<file path="config.mk">
export PLATFORM = sky130hd
export DESIGN_NAME = fifo_uart_tx
export DESIGN_NICKNAME = d
export VERILOG_FILES = /design/src/rtl/fifo_uart_tx.sv
export SDC_FILE = /design/constraint.sdc
export NUM_CORES = 1
export LEC_CHECK = 0
export ABC_AREA = 1
export CAP_MARGIN = 20
export CELL_PAD_IN_SITES_DETAIL_PLACEMENT = 0
export CELL_PAD_IN_SITES_GLOBAL_PLACEMENT = 2
export CORE_ASPECT_RATIO = 0.7
export CORE_MARGIN = 2
export CORE_UTILIZATION = 28
export DETAILED_ROUTE_END_ITERATION = 8
export PLACE_DENSITY_LB_ADDON = 0.1
export SLEW_MARGIN = 30
export SYNTH_ARGS = -nofsm -noshare
export SYNTH_HDL_FRONTEND = slang
export SYNTH_SLANG_ARGS = --single-unit
</file>
<file path="constraint.sdc">
create_clock -name clk -period 1.43 [get_ports clk]
set_input_delay 0.143 -clock clk [delete_from_list [all_inputs] [get_ports clk]]
set_output_delay 0.143 -clock clk [all_outputs]
set_load 0.005 [all_outputs]
</file>
<file path="src/rtl/fifo_uart_tx.sv">
`default_nettype none
// ============================================================================
//  Module      : fifo_uart_tx
//  Description : Drain stage for a show-ahead byte FIFO. Pops one byte at a
//                time and sends it as a UART frame (start, DATA_W data bits
//                LSB first, optional even parity, one stop bit) on tx.
//  Revision    : 1.0 - initial release
// ============================================================================
module fifo_uart_tx #(
  parameter int CLKS_PER_BIT = 16,
  parameter int DATA_W       = 8,
  parameter int PARITY_EN    = 0
) (
  input  logic              clk,
  input  logic              rstn,
  input  logic              tx_en,
  input  logic              fifo_empty,
  input  logic [DATA_W-1:0] fifo_dout,
  output logic              fifo_rd_en,
  output logic              tx,
  output logic              busy,
  output logic [15:0]       frame_cnt
);

  localparam int BAUD_W = $clog2(CLKS_PER_BIT);
  localparam int BIT_W  = (DATA_W > 1) ? $clog2(DATA_W) : 1;

  localparam logic [BAUD_W-1:0] BAUD_LAST = BAUD_W'(CLKS_PER_BIT - 1);
  localparam logic [BIT_W-1:0]  BIT_LAST  = BIT_W'(DATA_W - 1);

  localparam logic [2:0] S_IDLE   = 3'd0;
  localparam logic [2:0] S_LOAD   = 3'd1;
  localparam logic [2:0] S_START  = 3'd2;
  localparam logic [2:0] S_DATA   = 3'd3;
  localparam logic [2:0] S_PARITY = 3'd4;
  localparam logic [2:0] S_STOP   = 3'd5;

  logic [2:0]        state_q,     state_d;
  logic [DATA_W-1:0] shreg_q,     shreg_d;
  logic              par_q,       par_d;
  logic [BAUD_W-1:0] baud_q,      baud_d;
  logic [BIT_W-1:0]  bit_q,       bit_d;
  logic              tx_q,        tx_d;
  logic              rd_en_q,     rd_en_d;
  logic [15:0]       frame_cnt_q, frame_cnt_d;

  logic w_baud_done;

  assign w_baud_done = (baud_q == BAUD_LAST);

  // Next-state logic for the frame sequencer; tx is registered so that the
  // line only ever changes right after a clock edge.
  always_comb begin
    state_d     = state_q;
    shreg_d     = shreg_q;
    par_d       = par_q;
    baud_d      = baud_q;
    bit_d       = bit_q;
    tx_d        = tx_q;
    rd_en_d     = 1'b0;
    frame_cnt_d = frame_cnt_q;

    case (state_q)
      S_IDLE: begin
        tx_d   = 1'b1;
        baud_d = '0;
        // Data and its parity are captured on the same edge as the pop, so
        // later changes on fifo_dout cannot disturb the frame.
        if (tx_en && !fifo_empty) begin
          shreg_d = fifo_dout;
          par_d   = ^fifo_dout;
          rd_en_d = 1'b1;
          state_d = S_LOAD;
        end
      end

      S_LOAD: begin
        tx_d    = 1'b0;
        baud_d  = '0;
        state_d = S_START;
      end

      S_START: begin
        if (w_baud_done) begin
          tx_d    = shreg_q[0];
          bit_d   = '0;
          baud_d  = '0;
          state_d = S_DATA;
        end else begin
          baud_d = baud_q + BAUD_W'(1);
        end
      end

      S_DATA: begin
        if (w_baud_done) begin
          baud_d  = '0;
          shreg_d = shreg_q >> 1;
          bit_d   = bit_q + BIT_W'(1);
          if (bit_q == BIT_LAST) begin
            if (PARITY_EN != 0) begin
              tx_d    = par_q;
              state_d = S_PARITY;
            end else begin
              tx_d    = 1'b1;
              state_d = S_STOP;
            end
          end else begin
            // Next bit to appear is the one that lands in bit 0 after this shift.
            tx_d = shreg_q[1];
          end
        end else begin
          baud_d = baud_q + BAUD_W'(1);
        end
      end

      S_PARITY: begin
        if (w_baud_done) begin
          tx_d    = 1'b1;
          baud_d  = '0;
          state_d = S_STOP;
        end else begin
          baud_d = baud_q + BAUD_W'(1);
        end
      end

      S_STOP: begin
        tx_d = 1'b1;
        if (w_baud_done) begin
          baud_d      = '0;
          frame_cnt_d = frame_cnt_q + 16'd1;
          state_d     = S_IDLE;
        end else begin
          baud_d = baud_q + BAUD_W'(1);
        end
      end

      default: begin
        tx_d    = 1'b1;
        baud_d  = '0;
        state_d = S_IDLE;
      end
    endcase
  end

  // State registers; reset aborts any frame and forces the line high at once.
  always_ff @(posedge clk or negedge rstn) begin
    if (!rstn) begin
      state_q     <= S_IDLE;
      shreg_q     <= '0;
      par_q       <= 1'b0;
      baud_q      <= '0;
      bit_q       <= '0;
      tx_q        <= 1'b1;
      rd_en_q     <= 1'b0;
      frame_cnt_q <= 16'd0;
    end else begin
      state_q     <= state_d;
      shreg_q     <= shreg_d;
      par_q       <= par_d;
      baud_q      <= baud_d;
      bit_q       <= bit_d;
      tx_q        <= tx_d;
      rd_en_q     <= rd_en_d;
      frame_cnt_q <= frame_cnt_d;
    end
  end

  assign tx         = tx_q;
  assign fifo_rd_en = rd_en_q;
  assign busy       = (state_q != S_IDLE);
  assign frame_cnt  = frame_cnt_q;

endmodule
`default_nettype wire

</file>
Yosys cells after proc, flatten, opt, wreduce, memory -nomap -nowiden:

Index checks and enable logic that the tools add are counted.

* logic and storage cells: 56
* bits in latches: 0
* memory bits (read-only): 0
* memories kept: 0
* memory bits (writable): 0
* input port bits: 12
* output and inout bits: 19
* bits in registers: 36

* equal/unequal tests: 13
* shift-type cells: 0
* $add $sub $neg: 3
* reductions and logical operators: 12
* divide/modulo/power cells: 0
* muxes and demuxes: 21
* bitwise logic cells: 0
* multiply operators: 0
* order comparisons: 0

Operators with widths (count)
* $mux W3: 7
* $pmux W3 S6: 1
* $add A16 B1 Y16 const B: 1
* $mux W8: 2
* $pmux W8 S2: 1
* $ne A2 B2 Y1 const B: 6
* $eq A3 B3 Y1 const B: 3
* $reduce_and A3 Y1: 3
* $mux W4: 2
* $eq A3 B2 Y1 const B: 2
* $mux W1: 6
* $pmux W3 S2: 1
* $reduce_and A6 Y1: 1
* $add A4 B1 Y4 const B: 1
* $eq A4 B4 Y1 const B: 1
* $pmux W1 S4: 1
* $reduce_bool A2 Y1: 2
* $reduce_or A4 Y1: 1
* $add A3 B1 Y3 const B: 1
* $eq A3 B1 Y1 const B: 1
* $logic_not A3 Y1: 1
* $reduce_bool A3 Y1: 1
* $reduce_and A2 Y1: 1
* $logic_and A1 B1 Y1: 1
* $logic_not A1 Y1: 1

Depth between registers and ports, before layout:

Gate-level depths: netlist of the first run.

* depth after elaboration: 4
* depth in mapped cells: 10

Worst setup path before layout of the first run:

No wires, ideal clock.

* path kind: register to register
* start: register baud_q[0]
* end: register shreg_q[4]
* stages on the path, launching flop included: 11
* setup time: 0.117 ns
* setup slack: 0.000 ns
* buffers on the path: 1
* data arrival time: 1.312 ns
* path through: dfrtp_1 -> ha_1 -> nand2_1 -> nor2_4 -> inv_1 -> nor2_4 -> nor2_4 -> inv_4 -> buf_8 -> nand2_1 -> o21ai_2

* cells in the longest elaborated chain, start to end: 3

Ends and longest elaborated chain
* from (decl): RTL line 41 `logic [BAUD_W-1:0] baud_q, baud_d;`
* from (signal assigned): RTL line 160 `baud_q <= baud_d;`
* $eq A4 B4 Y1: RTL line 49 `assign w_baud_done = (baud_q == BAUD_LAST);`
* $ne A2 B2 Y1 (no line)
* $reduce_and A3 Y1 (no line)
* to (signal assigned): RTL line 158 `shreg_q <= shreg_d;`
* to (decl): RTL line 39 `logic [DATA_W-1:0] shreg_q, shreg_d;`

Every way passes these cells.
A chain may end at the register's enable or synchronous reset.

Worst setup path in the final report of the first run:

* start: register baud_q[0]
* end: register frame_cnt_q[9], in the netlist frame_cnt[9]

* cells in the longest elaborated chain, start to end: 2

Ends and longest elaborated chain
* $eq A4 B4 Y1: RTL line 49
* $reduce_and A2 Y1 (no line)
* to (signal assigned): RTL line 164 `frame_cnt_q <= frame_cnt_d;`
* to (decl): RTL line 45 `logic [15:0] frame_cnt_q, frame_cnt_d;`

Every way passes these cells.

==> results of run 1 <==
power by group through the flow:
stage	Clock [mW]	Sequential [mW]	Combinational, mW
floorplan	0	1.36	0.687
global placement	0	1.37	1.07
detailed placement	0	1.38	1.07
CTS	0.725	1.33	1.19
global route	0.755	1.34	1.61
finish	0.685	1.33	1.42
worst min-delay path: cells and delay by family:
kind	cells	cell delay (ns)
buffers and inverters	3	0.85
Yosys cell counts, types with 4 or more instances:
library cell / n / area [sq um]
dfrtp_1: 35 / 876
ha_1: 4 / 50.1
inv_1: 36 / 135
nand2_1: 76 / 285
nand3_1: 15 / 75.1
nand4_1: 8 / 50.1
nor2_1: 16 / 60.1
nor2_4: 4 / 45.0
o21ai_0: 13 / 65.1
o21ai_2: 6 / 52.6
xor2_1: 5 / 43.8
metal layers:
| layer | vias up | track usage [%] | wire length (um) |
|---|---|---|---|
| met5 | - | 0 | 0 |
| met4 | 0 | 3.60 | 27 |
| met3 | 2 | 3.24 | 177 |
| met2 | 19 | 18.0 | 1830 |
| met1 | 794 | 20.4 | 2690 |
| li1 | 906 | - | - |
final timing paths:
check / from / endpoint / slack [ns] / cells after the start
setup / recovery: baud_q[0] / frame_cnt[9] / -0.006 / 8
hold / removal: rstn / fifo_rd_en / 0.35 / 3
setup reg to reg: baud_q[0] / frame_cnt[9] / -0.006 / 8
hold reg to reg: shreg_q[7] / shreg_q[7] / 0.47 / 2
max in group asynchronous: rstn / tx / 0.82 / 3
min in group clk: fifo_dout[7] / shreg_q[7] / 0.44 / 3
repair_timing:
| item | CTS | global route |
|---|---|---|
| buffers inserted | 6 | 8 |
| hold buffers | 1 | 0 |
| gates resized for setup | 11 | 25 |
| endpoints found under the hold margin | 35 | 0 |
| endpoints found under the setup margin | 18 | 32 |
| pin swaps | 2 | 13 |
| cloned | 0 | 0 |
per-stage QoR:
stage	utilization [%]	setup WS, ns	hold WS [ns]	TNS (ns)
after floorplan	-	0.000289	-0.153	0
after global placement	36.8	0.0105	0.128	0
after detailed placement	36.8	-0.0347	0.130	-0.235
after CTS	38.9	-0.0105	0.349	-0.0265
after global routing	40.9	-0.106	0.369	-1.08
final	40.9	-0.00622	0.355	-0.00622
cell families (layout without fill, tap and decap cells):
family / Yosys count / in the layout / share of synthesized area, %
buffers and inverters: 41 / 107 / 8.57
xor gates and xnor gates: 8 / 8 / 3.56
adders and majority gates: 4 / 4 / 2.54
AOI/OAI and AO/OA: 25 / 25 / 8.19
and+or+nand+nor: 131 / 131 / 31.4
DFF: 36 / 36 / 45.8
flip-flops by register name, summed over array words and instances (netlist names):
register / count
state_q: 3
fifo_rd_en: 1
bit_q: 3
shreg_q: 8
frame_cnt: 16
tx: 1
baud_q: 4
layout make-up:
type,instances,area share (%)
multi-input cells,168,34.7
flip-flops and latches,36,32.7
repair buffers,61,20.1
inverters,39,5.54
well taps,94,4.24
clock buffers,6,2.61
clock inverters,1,0.180
==> results.json, run 1 <==
{
  "status": "finished with violations",
  "violations": "setup timing",
  "critical_path_class": "flop to flop",
  "drive_above_1_share_pct": 25.1,
  "synth_flop_cell": "dfrtp_1",
  "dp.cells": 383,
  "comb_power_share_pct": 41.4,
  "die_h_um": 74.2,
  "cts_max_level": 2,
  "critPathLaunchType": "flop",
  "seq_area_sq_um": 907,
  "crit_fanout": 8,
  "cts_tree": "built",
  "start_util_pct": 29.0,
  "cellLeakagePower_nw": 1.43,
  "cts_root_buf": "clkbuf_8",
  "hpwlAfterDp_um": 3410,
  "postRouteAntennaNets": 0,
  "layoutNonFillerInstCount": 405,
  "period_share_pct": 100,
  "vdd_drop_max_v": 0.000421,
  "clockPowerShare_pct": 20.0,
  "dieArea_sq_mm": 0.00774,
  "path_delay_family": "simple AND/OR/NAND/NOR gates",
  "cp.required_ns": 1.61,
  "finalWirelength_um": 4720,
  "hp-class": "input port to async pin",
  "path_cells": "ha_2 -> nand2_2 -> nor2_4 -> nand2_4 -> nor2_8 -> nand3_1 -> nand2_1 -> nand2_1",
  "vias": 1721,
  "synth.avg_cell_area_sq_um": 8.04,
  "place.gp.congestion": 0.775,
  "rows": 25,
  "drc": 0,
  "rsz0062_at_grt": "yes",
  "drt_iter0_drc": 45,
  "period_minus_slack_ns": 1.44,
  "end_kind": "flop",
  "internal-power_mw": 2.22,
  "die_w_um": 104,
  "cp_slowest_stage_delay_ns": 0.36,
  "via_per_inst": 4.25,
  "multi_input_area_sq_um": 962,
  "cts_buffer_depth": 2,
  "final-setup-viol-count": 1,
  "crit_buf_inv": 0,
  "syn-num-nets": 261,
  "antenna_found_initial": 0,
  "p_sw_share_pct": 35.5,
  "synth_edf_count": 0,
  "ys_warn_count": 0,
  "relSlewSlack_pct": 75.7,
  "syn_to_final_growth_pct": 40.9,
  "final_cell_mix": "73 x nand2_1, 33 x inv_1, 31 x dfrtp_1",
  "grt_pass1_vias": 1645,
  "postPlaceCellArea_sq_mm": 0.00250,
  "netlist_instances": 245,
  "fmax_mhz": 696,
  "grt_max_degree": 37,
  "nFillCells": 726,
  "ys_ff_latch": 36,
  "seqPwrFrac_pct": 38.6,
  "grt_remaining_overflow": 0,
  "clkLatencyLatePin_ns": 0.28,
  "num_io_pins": 31,
  "clkSinkCount": 36,
  "synth_area_sq_mm": 0.00197,
  "cpMostUsedCell": "nand2_1",
  "grt_pass1_wl_um": 8000,
  "powerDensity_mw_per_mm2": 1240,
  "critPathSlowestCell": "dfrtp_1",
  "cts_buffers": 5,
  "design_area_sq_mm": 0.00278,
  "setup_ws_ns": -0.00622,
  "finalPower_mw": 3.43,
  "io_buffers": 30,
  "layout_commonest_cell": "nand2_1",
  "maxCapViolations": 0,
  "diodes": 0,
  "tightest_slew_ns": 0.363,
  "slew_violations": 0,
  "p_switching_mw": 1.22,
  "hold_violations": 0,
  "cts.clk_slew.worst_paths_ns": 0.07,
  "ys_types": 29,
  "nets": 327,
  "async_flop_share_pct": 100,
  "coreArea_sq_mm": 0.00679,
  "critPathArrivalTime_ns": 1.61,
  "yosysSeqAreaShare_pct": 45.8,
  "wl_per_cell_um": 11.7,
  "first_pass_iters": 4,
  "grt_usage_pct": 13.2,
  "clock-skew-final_ns": 0.00493
}
Note: power is estimated with default switching activity, not from simulation.
==> run 2, diff against run 1 <==
SETUP_SLACK_MARGIN = 0.15   (was unset)
==> run 2 against run 1 <==
  * The run now ends clean
  * Routed wire length is 4.8% higher
  * Non-clock buffer count is 16 higher
  * Critical path depth is 1 higher
  * Worst setup slack better by 0.028 ns
  * Largest power group unchanged
  * Cell count is 4.4% higher
  * Highest routed layer unchanged
==> results.json, run 2 (synthesis results as in run 1) <==
{
  "layout_commonest_cell": "nand2_1",
  "clock-skew-final_ns": 0.00259,
  "grt_usage_pct": 13.8,
  "drt_iter0_drc": 50,
  "place.gp.congestion": 0.696,
  "hp-class": "input port to async pin",
  "period_share_pct": 98.5,
  "rows": 25,
  "path_delay_family": "simple AND/OR/NAND/NOR gates",
  "design_area_sq_mm": 0.00297,
  "final-setup-viol-count": 0,
  "critPathSlowestCell": "dfrtp_1",
  "drive_above_1_share_pct": 35.9,
  "hold_violations": 0,
  "rsz0062_at_grt": "yes",
  "die_w_um": 104,
  "status": "complete, no violations",
  "slew_violations": 0,
  "fin_hold_ws_ns": 0.316,
  "cp_slowest_stage_delay_ns": 0.40,
  "io_buffers": 30,
  "grt_max_degree": 23,
  "crit_buf_inv": 2,
  "powerDensity_mw_per_mm2": 1240,
  "cts_max_level": 2,
  "coreArea_sq_mm": 0.00679,
  "critical_path_class": "flop to flop",
  "drc": 0,
  "start_util_pct": 29.0,
  "cts.clk_slew.worst_paths_ns": 0.08,
  "die_h_um": 74.2,
  "clkLatencyLatePin_ns": 0.28,
  "critPathArrivalTime_ns": 1.59,
  "postPlaceCellArea_sq_mm": 0.00251,
  "cp.required_ns": 1.61,
  "largest_reg_flops": 16,
  "critPathLaunchType": "flop",
  "hpwlAfterDp_um": 3480,
  "cts_root_buf": "clkbuf_8",
  "maxCapViolations": 0,
  "path_cells": "ha_2 -> nand2_2 -> nor2_4 -> inv_2 -> nor2_4 -> nor2_4 -> inv_6 -> nand2_1 -> o21ai_2",
  "vdd_drop_max_v": 0.000443,
  "nets": 344,
  "first_pass_iters": 4,
  "cts_buffers": 5,
  "grt_remaining_overflow": 0,
  "vias": 1744,
  "clkSinkCount": 36,
  "period_minus_slack_ns": 1.41,
  "relSlewSlack_pct": 72.7,
  "cts_buffer_depth": 2,
  "antenna_found_initial": 0,
  "cellLeakagePower_nw": 1.58,
  "finalWirelength_um": 4950,
  "syn_to_final_growth_pct": 50.9,
  "dieArea_sq_mm": 0.00774,
  "num_io_pins": 31,
  "tightest_slew_ns": 0.409,
  "wl_per_cell_um": 11.7,
  "via_per_inst": 4.12,
  "cpMostUsedCell": "nor2_4",
  "postRouteAntennaNets": 0,
  "cts_tree": "built",
  "grt_pass1_vias": 1712,
  "end_kind": "flop",
  "fmax_mhz": 710,
  "nFillCells": 711,
  "diodes": 0,
  "grt_pass1_wl_um": 8510,
  "crit_fanout": 7,
  "final_cell_mix": "68 x nand2_1, 36 x buf_4, 32 x inv_1, 32 x dfrtp_1, 17 x dlygate4sd2_1"
}
-- run 2: through the flow --
step	power, mW	cells	setup slack, ns	util [%]	TNS, ns
after floorplan	2.05	245	0.0861	-	0
after global placement	2.47	384	0.0198	37.0	0
after detailed placement	2.47	384	-0.0153	37.0	-0.0589
after CTS	3.48	419	0.0217	41.8	0
after global routing	3.98	423	-0.0826	43.8	-0.779
final	3.69	423	0.0215	43.8	0
-- run 2: area by class of cell --
| type | instances | area (sq um) | share of cell area (%) |
|---|---|---|---|
| sequential | 36 | 906 | 30.5 |
| clock buffer | 6 | 82.6 | 2.78 |
| inverter | 39 | 151 | 5.09 |
| timing repair inverter | 1 | 6.26 | 0.210 |
| tap | 94 | 118 | 3.95 |
| clock inverter | 2 | 10.0 | 0.337 |
| timing repair buffer | 77 | 673 | 22.6 |
| multi-input combinational | 168 | 1030 | 34.5 |
-- run 2: path summary, 6_finish.rpt --
kind	end	from	slack [ns]	depth (start not counted)
max	shreg_q[5]	baud_q[0]	0.02	9
min	shreg_q[2]	rstn	0.32	2
max reg2reg	shreg_q[5]	baud_q[0]	0.02	9
min reg2reg	tx	tx	0.47	2
max in group asynchronous	tx	rstn	0.58	3
min in group clk	shreg_q[7]	fifo_dout[7]	0.43	3
-- run 2: where the power goes --
part           switching, mW  leakage [nW]  internal [mW]  total [mW]
Sequential             0.112         0.471           1.23        1.34
Combinational          0.841          1.05          0.737        1.58
Clock                  0.382        0.0510          0.385       0.767
Total                   1.34          1.58           2.35        3.69
-- run 2: per-layer routing --
| layer | up-vias | routed length, um | global-route usage (%) |
|---|---|---|---|
| met3 | 2 | 142 | 3.07 |
| met5 | - | 0 | 0 |
| li1 | 943 | - | - |
| met1 | 780 | 2830 | 21.7 |
| met4 | 0 | 21 | 2.70 |
| met2 | 19 | 1960 | 19.2 |
-- run 2: timing repair --
item / CTS / global route
hold buffers: 1 / 0
pin swaps: 14 / 17
cloned: 1 / 0
hold endpoints to repair: 14 / 0
buffers inserted: 25 / 4
setup endpoints to repair: 48 / 37
gates resized for setup: 40 / 37
-- run 2: worst reg2reg max path: cells and delay by family, from the launching register on --
family | cells | cell delay (ns)
simple gates | 5 | 0.47
flops | 1 | 0.40
fa+ha+maj | 1 | 0.19
buf+inv | 2 | 0.19
compound gates | 1 | 0.05
==> edit 1: new RTL, flow settings as in run 2 <==
Put one more register stage on the output `frame_cnt`, with the module's reset. The value now appears one clock later. The other outputs are not delayed to match.
--- a/src/rtl/fifo_uart_tx.sv
+++ b/src/rtl/fifo_uart_tx.sv
@@ -169,5 +169,11 @@
   assign fifo_rd_en = rd_en_q;
   assign busy       = (state_q != S_IDLE);
-  assign frame_cnt  = frame_cnt_q;
+  always_ff @(posedge clk or negedge rstn) begin
+    if (!rstn) begin
+      frame_cnt <= '0;
+    end else begin
+      frame_cnt <= frame_cnt_q;
+    end
+  end
 
 endmodule
Check against the original RTL: no difference found for any inputs over 10 cycles, from zero or initial values and one cycle with rstn low; that may be too few to reach the edited logic, so the function may still have changed.
==> edit 1 against run 2 <==
Count of clock-buffer cells in the layout unchanged; wire length up 8.2%; area after synthesis grew 25%; non-clock buffer count down 14; sequential share of layout area rose by 7.2 points; clock power up 55%; clock skew grew 5.5 ps; via count rose by 5.3%; sequential cell count rose by 16; synthesized cell count is 9.4% higher; largest power group unchanged; hold slack gained 58 ps; setup slack better by 38 ps; final area rose by 16%; total power increased by 34%.
==> edit 1: results (changes against run 2) <==
DRT met1 WL=3.07 mm (was 2.83 mm); Worst VDD drop=0.561 mV (was 0.443 mV); xor and xnor area share after synthesis=2.84% (was 3.56%); count of input and output buffers=30 (unchanged); layout cell share with drive strength beyond 1=27.1% (was 35.9%); Layout Skew=8.08 ps (was 2.59 ps); root buffer cell=clkbuf_16 (was clkbuf_8); largest cells by area after synthesis=dfrtp_1, nand2_1, inv_1 (unchanged); Synth Area in Compound Gates=3.09% (was 8.19%); clock-net power=1190 uW (was 767 uW); met3 Track Usage GR=3.21% (was 3.07%); final net count=351 (was 344); met2 routed WL=2.04 mm (was 1.96 mm); total clock buffers created by CTS=5 (unchanged); GRT Total Usage=12.1% (was 13.8%); kind of critical path=flip-flop to flip-flop (unchanged); commonest cells in the synthesized netlist=nand2_1, dfrtp_1, inv_1 (was nand2_1, inv_1, dfrtp_1); 1st-iter DRT viols=129 (was 50); Clock Tree Buf Depth=2 (unchanged); first-pass GRT wire length=8.87 mm (was 8.51 mm); post-synth cell types=30 (was 29); largest net degree at the start of global routing=53 (was 23); post-cts gate resize count=41 (was 40); status=finished, final reports clean (unchanged); initial antenna violation count=0 (unchanged); syn_nets=284 (was 261); Syn. warnings=0 (unchanged); vias in the first global route=1764 (was 1712); routability-driven placement congestion ratio=0.681 (was 0.696); P_comb=1910 uW (was 1580 uW); highest metal used=met4 (unchanged); GR Layer Usage met1=19.2% (was 21.7%); worst skew pair latency=290 ps; Synth Area in Adders=2.03% (was 2.54%); WL per Instance=11.7 um (about the same); Worst R2R Path Depth=8 (was 9); share of async-settable or async-resettable flops after synthesis=100% (unchanged); Place WS=-29.4 ps (was -15.3 ps); P per Cell Area=1430 nW/um^2 (was 1240 nW/um^2); crit-path max cell delay=350 ps (was 400 ps); Min Hold Slack=374 ps (was 316 ps); P_leak=0.00197 uW (was 0.00158 uW); TritonRoute pass-1 iters=5 (was 4); Arr. time, crit path=1550 ps (was 1590 ps); vias=1837 (was 1744); Slew @ Worst Pin=317 ps (was 409 ps); register area share after synthesis=52.8% (was 45.8%); met3 wire len=214 um (was 142 um); r2r endpoint=frame_cnt_q[12] (was shreg_q[5]); hold_buf cts=1 (unchanged); dpl hpwl=3.64 mm (was 3.48 mm); Achievable Freq=730 MHz (was 710 MHz); Post-CTS Setup Inserts=8 (was 25); Diodes inserted=0 (unchanged); GRT met2 Usage=15.8% (was 19.2%); sw frac=35.4% (was 36.2%); DRC Markers=0 (unchanged); largest registers=frame_cnt (16), frame_cnt_q (16), shreg_q (8)
## edit 1: changes by cell type after synthesis, moves of 3 or more
| cell | delta |
|---|---|
| inv_1 | -11 |
| nand2_1 | +22 |
| dfrtp_1 | +16 |
| o21ai_0 | -8 |
| nor2_8 | +3 |
| o21ai_2 | -3 |
## edit 1: through the flow
step	instances	setup TNS [ps]	utilization [%]	cell area (um^2)
floorplan	268	0	-	2470
global placement	436	-21.4	35.8	3050
detailed placement	436	-52.7	35.8	3050
CTS	453	-1.35	39.7	3380
global route	456	-705	40.7	3460
finish	456	0	40.7	3460
## edit 1: layout make-up
type	count	area [um^2]
fill	870	5050
inverter	27	109
multi-input combinational	186	1120
tap	120	150
timing repair buffer	63	632
clock buffer	6	129
sequential	52	1310
clock inverter	2	16.3
## edit 1: critical path: cells and delay by family (launching register included)
family	cells	cell delay, ps
flops	1	350
simple gates	7	700
fa+ha+maj	1	210
==> edit 2: new RTL, settings of run 2 <==
Made on the original files. `CLKS_PER_BIT`: 16 -> 32.
--- a/src/rtl/fifo_uart_tx.sv
+++ b/src/rtl/fifo_uart_tx.sv
@@ -8,5 +8,5 @@
 // ============================================================================
 module fifo_uart_tx #(
-  parameter int CLKS_PER_BIT = 16,
+  parameter int CLKS_PER_BIT = 32,
   parameter int DATA_W       = 8,
   parameter int PARITY_EN    = 0
Check against the original RTL: same outputs for any inputs over 10 cycles, from zero or initial values and one cycle with rstn low; that may be too few to reach the edited logic, so the function may still have changed.
==> edit 2 against run 2 <==
The run now ends with negative setup slack left; wire length increased by 8.8%; setup slack got worse by 240 ps; final area increased by 8.7%; total power increased by 29%; count of clock-buffer cells in the layout unchanged; area after synthesis increased by 8.7%; die area increased by 8.3%; critical path depth decreased by 1; highest routed layer unchanged; sequential cell count increased by 1; largest power group unchanged.
==> edit 2: results (changes against run 2) <==
status=finished with violations (was finished, final reports clean); violated checks=negative setup slack; Fillers=773 (was 711); first-pass GRT wire length=9.25 mm (was 8.51 mm); Multi-In Gates=182 (was 168); non-clock buffer total of the final layout=85 (was 77); DRT met1 WL=3.15 mm (was 2.83 mm); commonest cells in the synthesized netlist=nand2_1, dfrtp_1, inv_1 (was nand2_1, inv_1, dfrtp_1); max_slew headroom=74.5% (was 72.7%); vias in the first global route=1835 (was 1712); Combinational Power Share=55.7% (was 42.8%); placed instance area=2790 um^2 (was 2510 um^2); largest cells by area after synthesis=dfrtp_1, nand2_1, inv_1 (unchanged); xor and xnor area share after synthesis=4.09% (was 3.56%); Final WS setup=-219 ps (was 21.5 ps); routability-driven placement congestion ratio=0.734 (was 0.696); layout cell share with drive strength beyond 1=38.9% (was 35.9%); clock sinks=37 (was 36); Net Sw Power=2050 uW (was 1340 uW); clk cell area share=2.55% (was 3.11%); Layout Skew=6.45 ps (was 2.59 ps); Multi-input gate area=1210 um^2 (was 1030 um^2); final design utilization=44.0% (was 43.8%); crit-path max cell delay=360 ps (was 400 ps); met3 wire len=193 um (was 142 um); Mapped Cells=258 (was 245); Post-Place Cells=412 (was 384); Setup crit end=frame_cnt[7] (was shreg_q[5]); non-clock buffer share of cell area=22.9% (was 22.6%); P_leak=0.00170 uW (was 0.00158 uW); WL per Instance=12.1 um (was 11.7 um); 1st-iter DRT viols=51 (was 50); Clk pwr share=15.2% (was 20.8%); Critical path origin=baud_q[1] (was baud_q[0]); met2 routed WL=1.98 mm (was 1.96 mm); Worst R2R Path Depth=8 (was 9); Synth Area in Adders=3.50% (was 2.54%); Place WS=-286 ps (was -15.3 ps); post-cts gate resize count=57 (was 40); Worst VDD drop=0.553 mV (was 0.443 mV); number of tapcells=98 (was 94); post-synth cell types=32 (was 29); routed vias/inst=4.22 (was 4.12); Synth Area in Compound Gates=7.83% (was 8.19%); syn_nets=276 (was 261); register area share after synthesis=43.3% (was 45.8%); Setup violations, final=33 (was 0); Arr. time, crit path=1870 ps (was 1590 ps); dpl hpwl=3.72 mm (was 3.48 mm)
==> edit 2: cell count changes in the layout (fill, tap and decap cells not counted), moves of 3 or more <==
| cell | delta |
|---|---|
| a21oi_2 | +8 |
| buf_4 | +8 |
| dfrtp_1 | -3 |
| dfrtp_2 | +4 |
| inv_1 | -4 |
| nand2_4 | +4 |
| nand3_2 | -4 |
| nor2_1 | +5 |
| nor2_2 | -4 |
| nor2_4 | +5 |
| o21ai_2 | -7 |
==> edit 2: metal layers <==
metal  global-route usage [%]  vias to the layer above
met5                        0                        -
met4                     4.23                        0
met1                     22.8                      856
met2                     18.1                       25
li1                         -                      991
met3                     3.40                        7
==> edit 2: how the worst min path moves through the flow <==
| stage | endpoint | slack, ps | cells after the start |
|---|---|---|---|
| floorplan | baud_q[0] | -150 | 0 |
| global placement | baud_q[3] | 130 | 2 |
| detailed placement | baud_q[3] | 140 | 2 |
| CTS | frame_cnt[0] | 350 | 3 |
| global route | frame_cnt[0] | 380 | 3 |
| finish | baud_q[4] | 350 | 3 |
